[src/rtl/pad_oe_sequencer.sv]
// Pad-ring output-enable sequencer: applies pad attributes, disables pads at once, then re-enables them after a settle delay.
// Build option PAD_OE_STAGGER_EN: staggered one-pad-at-a-time enables; when undefined, all masked pads enable on one edge.
module pad_oe_sequencer #(
    parameter int unsigned        NPADS          = 8,
    parameter int unsigned        PADATTR        = 16,
    parameter int unsigned        SETTLE_CYCLES  = 2,
    parameter int unsigned        STAGGER_CYCLES = 3,
    parameter logic [PADATTR-1:0] RESET_ATTR     = '0
) (
    input  logic                     clk_i,
    input  logic                     rst_i,
    input  logic                     cfg_valid_i,
    output logic                     cfg_ready_o,
    input  logic [PADATTR-1:0]       cfg_attr_i,
    input  logic [NPADS-1:0]         cfg_attr_we_i,
    input  logic [NPADS-1:0]         cfg_oe_mask_i,
    input  logic                     abort_i,
    output logic [NPADS-1:0]         pad_oe_o,
    output logic [NPADS*PADATTR-1:0] pad_attributes_o,
    output logic                     busy_o,
    output logic                     done_o
);

    typedef enum logic [2:0] {
        ST_IDLE,
        ST_APPLY,
        ST_SETTLE,
        ST_ENABLE,
        ST_WAIT,
        ST_DONE
    } state_t;

    // One down-counter serves both the settle and the stagger intervals.
    localparam int unsigned CNT_MAX = (SETTLE_CYCLES > STAGGER_CYCLES) ? SETTLE_CYCLES : STAGGER_CYCLES;
    localparam int unsigned CNTW    = (CNT_MAX > 1) ? $clog2(CNT_MAX) : 1;
    localparam logic [CNTW-1:0] SETTLE_LOAD = CNTW'(SETTLE_CYCLES - 1);

`ifdef PAD_OE_STAGGER_EN
    localparam int unsigned     IDXW         = (NPADS > 1) ? $clog2(NPADS) : 1;
    localparam logic [IDXW-1:0] LAST_IDX     = IDXW'(NPADS - 1);
    localparam logic [CNTW-1:0] STAGGER_LOAD = CNTW'(STAGGER_CYCLES - 1);

    logic [IDXW-1:0] idx, idx_next;
    logic            need;
    logic            last;
`endif

    state_t                   state, state_next;
    logic [CNTW-1:0]          cnt, cnt_next;
    logic [PADATTR-1:0]       req_attr, req_attr_next;
    logic [NPADS-1:0]         req_we, req_we_next;
    logic [NPADS-1:0]         req_mask, req_mask_next;
    logic [NPADS-1:0]         oe_next;
    logic [NPADS*PADATTR-1:0] attr_next;
    logic                     done_next;
    logic                     busy_next;

    assign cfg_ready_o = (state == ST_IDLE);

`ifdef PAD_OE_STAGGER_EN
    assign need = req_mask[idx] && !pad_oe_o[idx];
    assign last = (idx == LAST_IDX);
`endif

    always_ff @(posedge clk_i) begin
        if (rst_i) begin
            state            <= ST_IDLE;
            cnt              <= '0;
            req_attr         <= '0;
            req_we           <= '0;
            req_mask         <= '0;
            pad_oe_o         <= '0;
            pad_attributes_o <= {NPADS{RESET_ATTR}};
            done_o           <= 1'b0;
            busy_o           <= 1'b0;
`ifdef PAD_OE_STAGGER_EN
            idx              <= '0;
`endif
        end else begin
            state            <= state_next;
            cnt              <= cnt_next;
            req_attr         <= req_attr_next;
            req_we           <= req_we_next;
            req_mask         <= req_mask_next;
            pad_oe_o         <= oe_next;
            pad_attributes_o <= attr_next;
            done_o           <= done_next;
            busy_o           <= busy_next;
`ifdef PAD_OE_STAGGER_EN
            idx              <= idx_next;
`endif
        end
    end

    always_comb begin
        state_next = state;
        case (state)
            ST_IDLE: begin
                if (cfg_valid_i && !abort_i) begin
                    state_next = ST_APPLY;
                end
            end
            ST_APPLY: state_next = ST_SETTLE;
            ST_SETTLE: begin
                if (cnt == '0) begin
                    state_next = ST_ENABLE;
                end
            end
            ST_ENABLE: begin
`ifdef PAD_OE_STAGGER_EN
                if (need) begin
                    state_next = ST_WAIT;
                end else if (last) begin
                    state_next = ST_DONE;
                end
`else
                state_next = ST_DONE;
`endif
            end
            ST_WAIT: begin
`ifdef PAD_OE_STAGGER_EN
                if (cnt == '0) begin
                    state_next = last ? ST_DONE : ST_ENABLE;
                end
`else
                state_next = ST_IDLE;
`endif
            end
            ST_DONE: state_next = ST_IDLE;
            default: state_next = ST_IDLE;
        endcase
        if (abort_i && state != ST_IDLE) begin
            state_next = ST_IDLE;
        end
    end

    always_comb begin
        oe_next       = pad_oe_o;
        attr_next     = pad_attributes_o;
        cnt_next      = cnt;
        req_attr_next = req_attr;
        req_we_next   = req_we;
        req_mask_next = req_mask;
`ifdef PAD_OE_STAGGER_EN
        idx_next      = idx;
`endif
        case (state)
            ST_IDLE: begin
                // An abort coincident with a request drops the request but still disables every pad.
                if (cfg_valid_i) begin
                    if (abort_i) begin
                        oe_next = '0;
                    end else begin
                        req_attr_next = cfg_attr_i;
                        req_we_next   = cfg_attr_we_i;
                        req_mask_next = cfg_oe_mask_i;
                    end
                end
            end
            ST_APPLY: begin
                for (int unsigned i = 0; i < NPADS; i++) begin
                    if (req_we[i]) begin
                        attr_next[i*PADATTR +: PADATTR] = req_attr;
                    end
                end
                oe_next  = pad_oe_o & req_mask;
                cnt_next = SETTLE_LOAD;
            end
            ST_SETTLE: begin
                if (cnt != '0) begin
                    cnt_next = cnt - CNTW'(1);
                end
`ifdef PAD_OE_STAGGER_EN
                else begin
                    idx_next = '0;
                end
`endif
            end
            ST_ENABLE: begin
`ifdef PAD_OE_STAGGER_EN
                if (need) begin
                    oe_next[idx] = 1'b1;
                    cnt_next     = STAGGER_LOAD;
                end else if (!last) begin
                    idx_next = idx + IDXW'(1);
                end
`else
                oe_next = pad_oe_o | req_mask;
`endif
            end
            ST_WAIT: begin
`ifdef PAD_OE_STAGGER_EN
                if (cnt != '0) begin
                    cnt_next = cnt - CNTW'(1);
                end else if (!last) begin
                    idx_next = idx + IDXW'(1);
                end
`endif
            end
            default: ;
        endcase
        if (abort_i && state != ST_IDLE) begin
            oe_next = '0;
        end
        done_next = (state_next == ST_DONE);
        busy_next = (state_next != ST_IDLE);
    end

endmodule

[config.mk]
export PLATFORM = sky130hd
export DESIGN_NAME = pad_oe_sequencer
export DESIGN_NICKNAME = d
export VERILOG_FILES = /design/src/rtl/pad_oe_sequencer.sv
export SDC_FILE = /design/constraint.sdc
export NUM_CORES = 1
export LEC_CHECK = 0
export CORE_UTILIZATION = 30
export DETAILED_ROUTE_END_ITERATION = 10
export PLACE_DENSITY = 0.64
export SETUP_SLACK_MARGIN = 0.15
export SYNTH_ARGS = -nofsm -noshare
export SYNTH_HDL_FRONTEND = slang
export SYNTH_SLANG_ARGS = --single-unit
export TNS_END_PERCENT = 50
[constraint.sdc]
create_clock -name clk_i -period 1.77 [get_ports clk_i]
set_clock_uncertainty 0.15 [all_clocks]
set_input_delay 0.354 -clock clk_i [delete_from_list [all_inputs] [get_ports clk_i]]
set_output_delay 0.354 -clock clk_i [all_outputs]
set_load 0.05 [all_outputs]
# ---- Yosys cells after proc, flatten, opt, wreduce, memory -nomap -nowiden
# Index checks and enable logic that the tools add are counted.
# Widths: inputs -> output; s select.
dict set report totals {
  regBits 175
  latch_bits 0
  ramBits 0
  mem_bits_ro 0
  input_bits 36
  out_inout_bits 139
  elab_cells 58
  mem_count 0
}
dict set report op_classes {
  n_addsub 1
  mul 0
  n_div 0
  n_lt_le_gt_ge 0
  eq_ne 7
  n_shift 0
  muxes 9
  bitwise_logic 3
  reduce_logical 22
}
# cell n
set op_table {}
lappend op_table {{$pmux 8 s3} 1}
lappend op_table {{$reduce_and 2->1} 9}
lappend op_table {{$mux 8} 2}
lappend op_table {{$pmux 3 s4} 1}
lappend op_table {{$mux 3} 3}
lappend op_table {{$reduce_bool 3->1} 3}
lappend op_table {{$and 8x8->8} 1}
lappend op_table {{$or 8x8->8} 1}
lappend op_table {{$eq 3x2->1 const B} 2}
lappend op_table {{$reduce_and 3->1} 2}
lappend op_table {{$ne 2x2->1 const B} 2}
lappend op_table {{$pmux 2 s2} 1}
lappend op_table {{$reduce_bool 2->1} 2}
lappend op_table {{$eq 3x1->1 const B} 1}
lappend op_table {{$eq 3x3->1 const B} 1}
lappend op_table {{$logic_not 3->1} 1}
lappend op_table {{$logic_and 1x1->1} 2}
lappend op_table {{$logic_not 2->1} 1}
lappend op_table {{$mux 2} 1}
lappend op_table {{$ne 2x1->1 const B} 1}
lappend op_table {{$reduce_or 2->1} 1}
lappend op_table {{$sub 2x1->2 const B} 1}
lappend op_table {{$logic_not 1->1} 1}
lappend op_table {{$not 1->1} 1}

# ---- Longest topological paths before layout
# Gate-level depths: netlist of run 1.
dict set report logic_depth {
  depth_word 6
  mapped_depth 7
  depth_no_buf 5
}

# ---- Worst setup path after synthesis of run 1
# No wires, ideal clock.
dict set report synth_path {
  path_kind {register to output}
  from {reg state[0]}
  to {out cfg_ready_o}
  arrival_time_ns 1.228
  required_ns 1.266
  slack_ns 0.038
  path_stages_with_launch 6
  n_path_buf 3
  path_cell_list {dfxtp_1 -> buf_6 -> or3_1 -> buf_2 -> inv_2 -> buf_6}
}
dict set report synth_via {
  elab_chain_len 1
}
# element line_no
set synth_rtl {}
lappend synth_rtl {{from (decl)} 48} ;# state_t state, state_next;
lappend synth_rtl {{from (signal assigned)} 80} ;# state <= state_next;
lappend synth_rtl {{$logic_not 3->1} 58} ;# assign cfg_ready_o = (state == ST_IDLE);
lappend synth_rtl {{to (decl)} 13} ;# output logic cfg_ready_o,
# Every way passes these cells.

# ---- Worst setup path after layout of run 1
dict set report layout_path {
  from {reg state[1]}
  to {out cfg_ready_o}
}
# The elaborated chain is that of the path after synthesis.

==> reports/summary.txt, run 1 <==
outcome -> finished, violations left
failing checks -> setup timing
post-detailed-route wirelength per cell -> 17.2 um
Synth Register Bits -> 175
Critical Path Start Type -> flop
clock latency on the worst-skew pair -> 420 ps
first-pass GRT wire length -> 32.0 mm
die width -> 150 um
YS warnings -> 0
hold path start -> rst_i
CP arrival -> 1370 ps
Max rail drop VDD -> 0.659 mV
worst-margin pin slew -> 508 ps
area growth from synthesis to layout -> 39.0%
Worst slew margin -> 65.8%
commonest non-fill, non-tap cell in the layout -> nand2_1
setup TNS -> -103 ps
antenna violations before repair -> 1
die area -> 22600 um^2
Post-Syn Nets -> 862
Crit Path Class -> flop to primary output
setup ws final -> -103 ps
H-tree Lvls -> 4
Worst Reg-to-Reg Cells -> 4
worst path cell trace -> or3_4 -> clkinv_4 -> buf_12
number of global-route vias before repair -> 5479
worst endpoint required time -> 1270 ps
fin crit share -> 106%
CTS Sinks -> 175
RSZ-0062 raised after global routing -> true
Hold WC Path Type -> primary input to flop
Initial DRC Count -> 340
Fin. Hold Viols -> 0
Post-Syn Area -> 6590 um^2
initial core utilization -> 31.0%
largest net degree at the start of global routing -> 75
layout cells sized above 1 -> 25.4%
syn avg cell area -> 7.99 um^2
internal reg-to-reg setup slack -> 190 ps
crit-path max cell delay -> 410 ps
FILL cells -> 2131
All-Layer GR Usage -> 19.1%
row count -> 53
Pre-antenna DRT Iters -> 5
Max Clk Rate -> 0.534 GHz
Min-Delay Path Depth -> 2
r2r startpoint -> state[1]
# setup viols final -> 1
slowest cell on the critical path -> or3_4
placer congestion estimate -> 0.796
WHS Endpoint -> state[1]
MaxCap Viol Count -> 0
DRC Markers -> 0
Pwr Density -> 942 nW/um^2
Post-Synthesis Cells -> 825
Hold Worst Slack -> 52.6 ps
P_leak -> 3.36 nW
die height -> 150 um
fin cells -> 1256
CTS tree -> built
final wirelength -> 21.7 mm
Distinct cells, synth -> 35
clock-pin slew on the worst setup and hold paths -> 70 ps
CORE AREA -> 21300 um^2
Max Transition Viols Final -> 0
PortBufs -> 174
R2R Path End -> state[0]
IO Pins -> 175
critical path fanouts, max -> 2
Post-DP HPWL -> 14.4 mm
routed vias -> 6094
post-route antenna net violation count -> 0
total power -> 8.63 mW
clock period minus worst slack -> 1870 ps
CTS buffer count -> 17
GRT Residual Overflow -> 0
Critical Path End Type -> primary output
most frequent cells in the layout -> 261 x nand2_1, 171 x dfxtp_1, 168 x a21oi_1
CTS Root Cell -> clkbuf_16
sequential fraction of the synthesis area -> 53.1%
Clock Path Buffers -> 2
vias per inst -> 4.85
pre-CTS setup slack -> -41.1 ps
Cells after DPL -> 1222
NumNets Final -> 1005
area by class of cell:
type	count	area, um^2	share of cell area, %
Antenna cell	2	5.00	0.0546
Clock buffer	20	467	5.09
Clock inverter	10	161	1.76
Inverter	5	23.8	0.259
Multi-Input combinational cell	553	2740	29.9
Sequential cell	175	3510	38.3
Tap cell	275	344	3.76
Timing Repair Buffer	216	1910	20.9
report_power, final:
| group | internal (mW) | switching [mW] | leakage (nW) |
|---|---|---|---|
| clock | 2.46 | 1.57 | 0.300 |
| sequential | 3.98 | 0.0727 | 1.41 |
| combinational | 0.227 | 0.313 | 1.64 |
| total | 6.67 | 1.96 | 3.36 |
logic make-up (layout without fill, tap and decap cells):
group                    after synthesis  count (layout)  synth area share [%]
XOR/XNOR                               1               1                 0.133
buffers and inverters                 97             251                  6.91
flip-flops                           175             175                  53.1
other                                  0               2                     0
AO/OA/AOI/OAI                        222             222                  17.4
adder cells (fa/ha/maj)                3               3                 0.493
AND/OR/NAND/NOR                      327             327                  22.0
per-layer routing:
| metal | share of wire [%] | routed length [um] | GRT usage, % |
|---|---|---|---|
| met5 | 0 | 0 | 0 |
| met1 | 45 | 9680 | 25.4 |
| met2 | 48 | 10300 | 30.1 |
| met4 | 1.4 | 298 | 6.67 |
| met3 | 6.4 | 1380 | 4.58 |
how the worst max path moves through the flow:
stage,start,end,cells past startpoint
after global routing,state[1],cfg_ready_o,3
after global placement,abort_i,req_we[2],6
after floorplan,state[1],cfg_ready_o,5
after CTS,state[0],cfg_ready_o,3
final,state[1],cfg_ready_o,3
after detailed placement,cfg_valid_i,req_attr[12],5
flip-flops by register name (all words and copies together), names as in the netlist:
signal,cells
state,3
req_attr,16
req_we,8
req_mask,8
busy_o,1
done_o,1
pad_attributes_o,128
cnt,2
pad_oe_o,8
cells in the mapped netlist:
master | instances | area (um^2)
nand2_1 | 261 | 980
dfxtp_1 | 175 | 3500
a21oi_1 | 170 | 851
clkbuf_1 | 66 | 248
o21ai_0 | 39 | 195
nand3_1 | 34 | 170
buf_2 | 10 | 50.1
and4bb_2 | 8 | 100
nand4bb_1 | 8 | 90.1
buf_6 | 6 | 67.6
o211ai_1 | 6 | 45.0
buf_4 | 5 | 37.5
clkbuf_2 | 4 | 20.0
inv_1 | 4 | 15.0
nor3_1 | 3 | 15.0
a31oi_1 | 2 | 12.5
and2b_1 | 2 | 15.0
maj3_1 | 2 | 20.0
nand2b_1 | 2 | 12.5
nor2b_1 | 2 | 12.5
nor4_1 | 2 | 12.5
a211oi_1 | 1 | 7.51
a21o_1 | 1 | 7.51
clkbuf_8 | 1 | 13.8
ha_1 | 1 | 12.5
inv_2 | 1 | 3.75
nand3b_1 | 1 | 7.51
nor3_2 | 1 | 10.0
o21ba_1 | 1 | 10.0
o2bb2ai_1 | 1 | 8.76
o31a_1 | 1 | 8.76
or2_2 | 1 | 6.26
or3_1 | 1 | 6.26
or4b_1 | 1 | 10.0
xnor2_1 | 1 | 8.76
per-stage QoR:
| stage | area, um^2 | util (%) |
|---|---|---|
| 2_1_floorplan | 6620 | - |
| 3_3_place_gp | 8360 | 39.3 |
| 3_5_place_dp | 8360 | 39.3 |
| 4_1_cts | 9020 | 42.4 |
| 5_1_grt | 9160 | 43.0 |
| 6_report | 9160 | 43.0 |
what timing repair did:
item                                    CTS  global route
endpoints found under the setup margin   34           128
hold buffers                              0             0
gates resized for setup                   8            64
setup buffers                             1             1
pin swaps                                 2             5
worst max-delay path: cells and delay by family, from the launching register on:
family	cells	cell delay [ps]
flip-flops	1	320
buffers and inverters	2	210
AND/OR/NAND/NOR	1	410
No activity file was read; power rests on OpenSTA's default activity.
==> run 2, diff against run 1 <==
Settings changed: CAP_MARGIN set to 20.
==> results of run 2 <==
The final DEF is identical to that of run 1; final timing and power are the same.
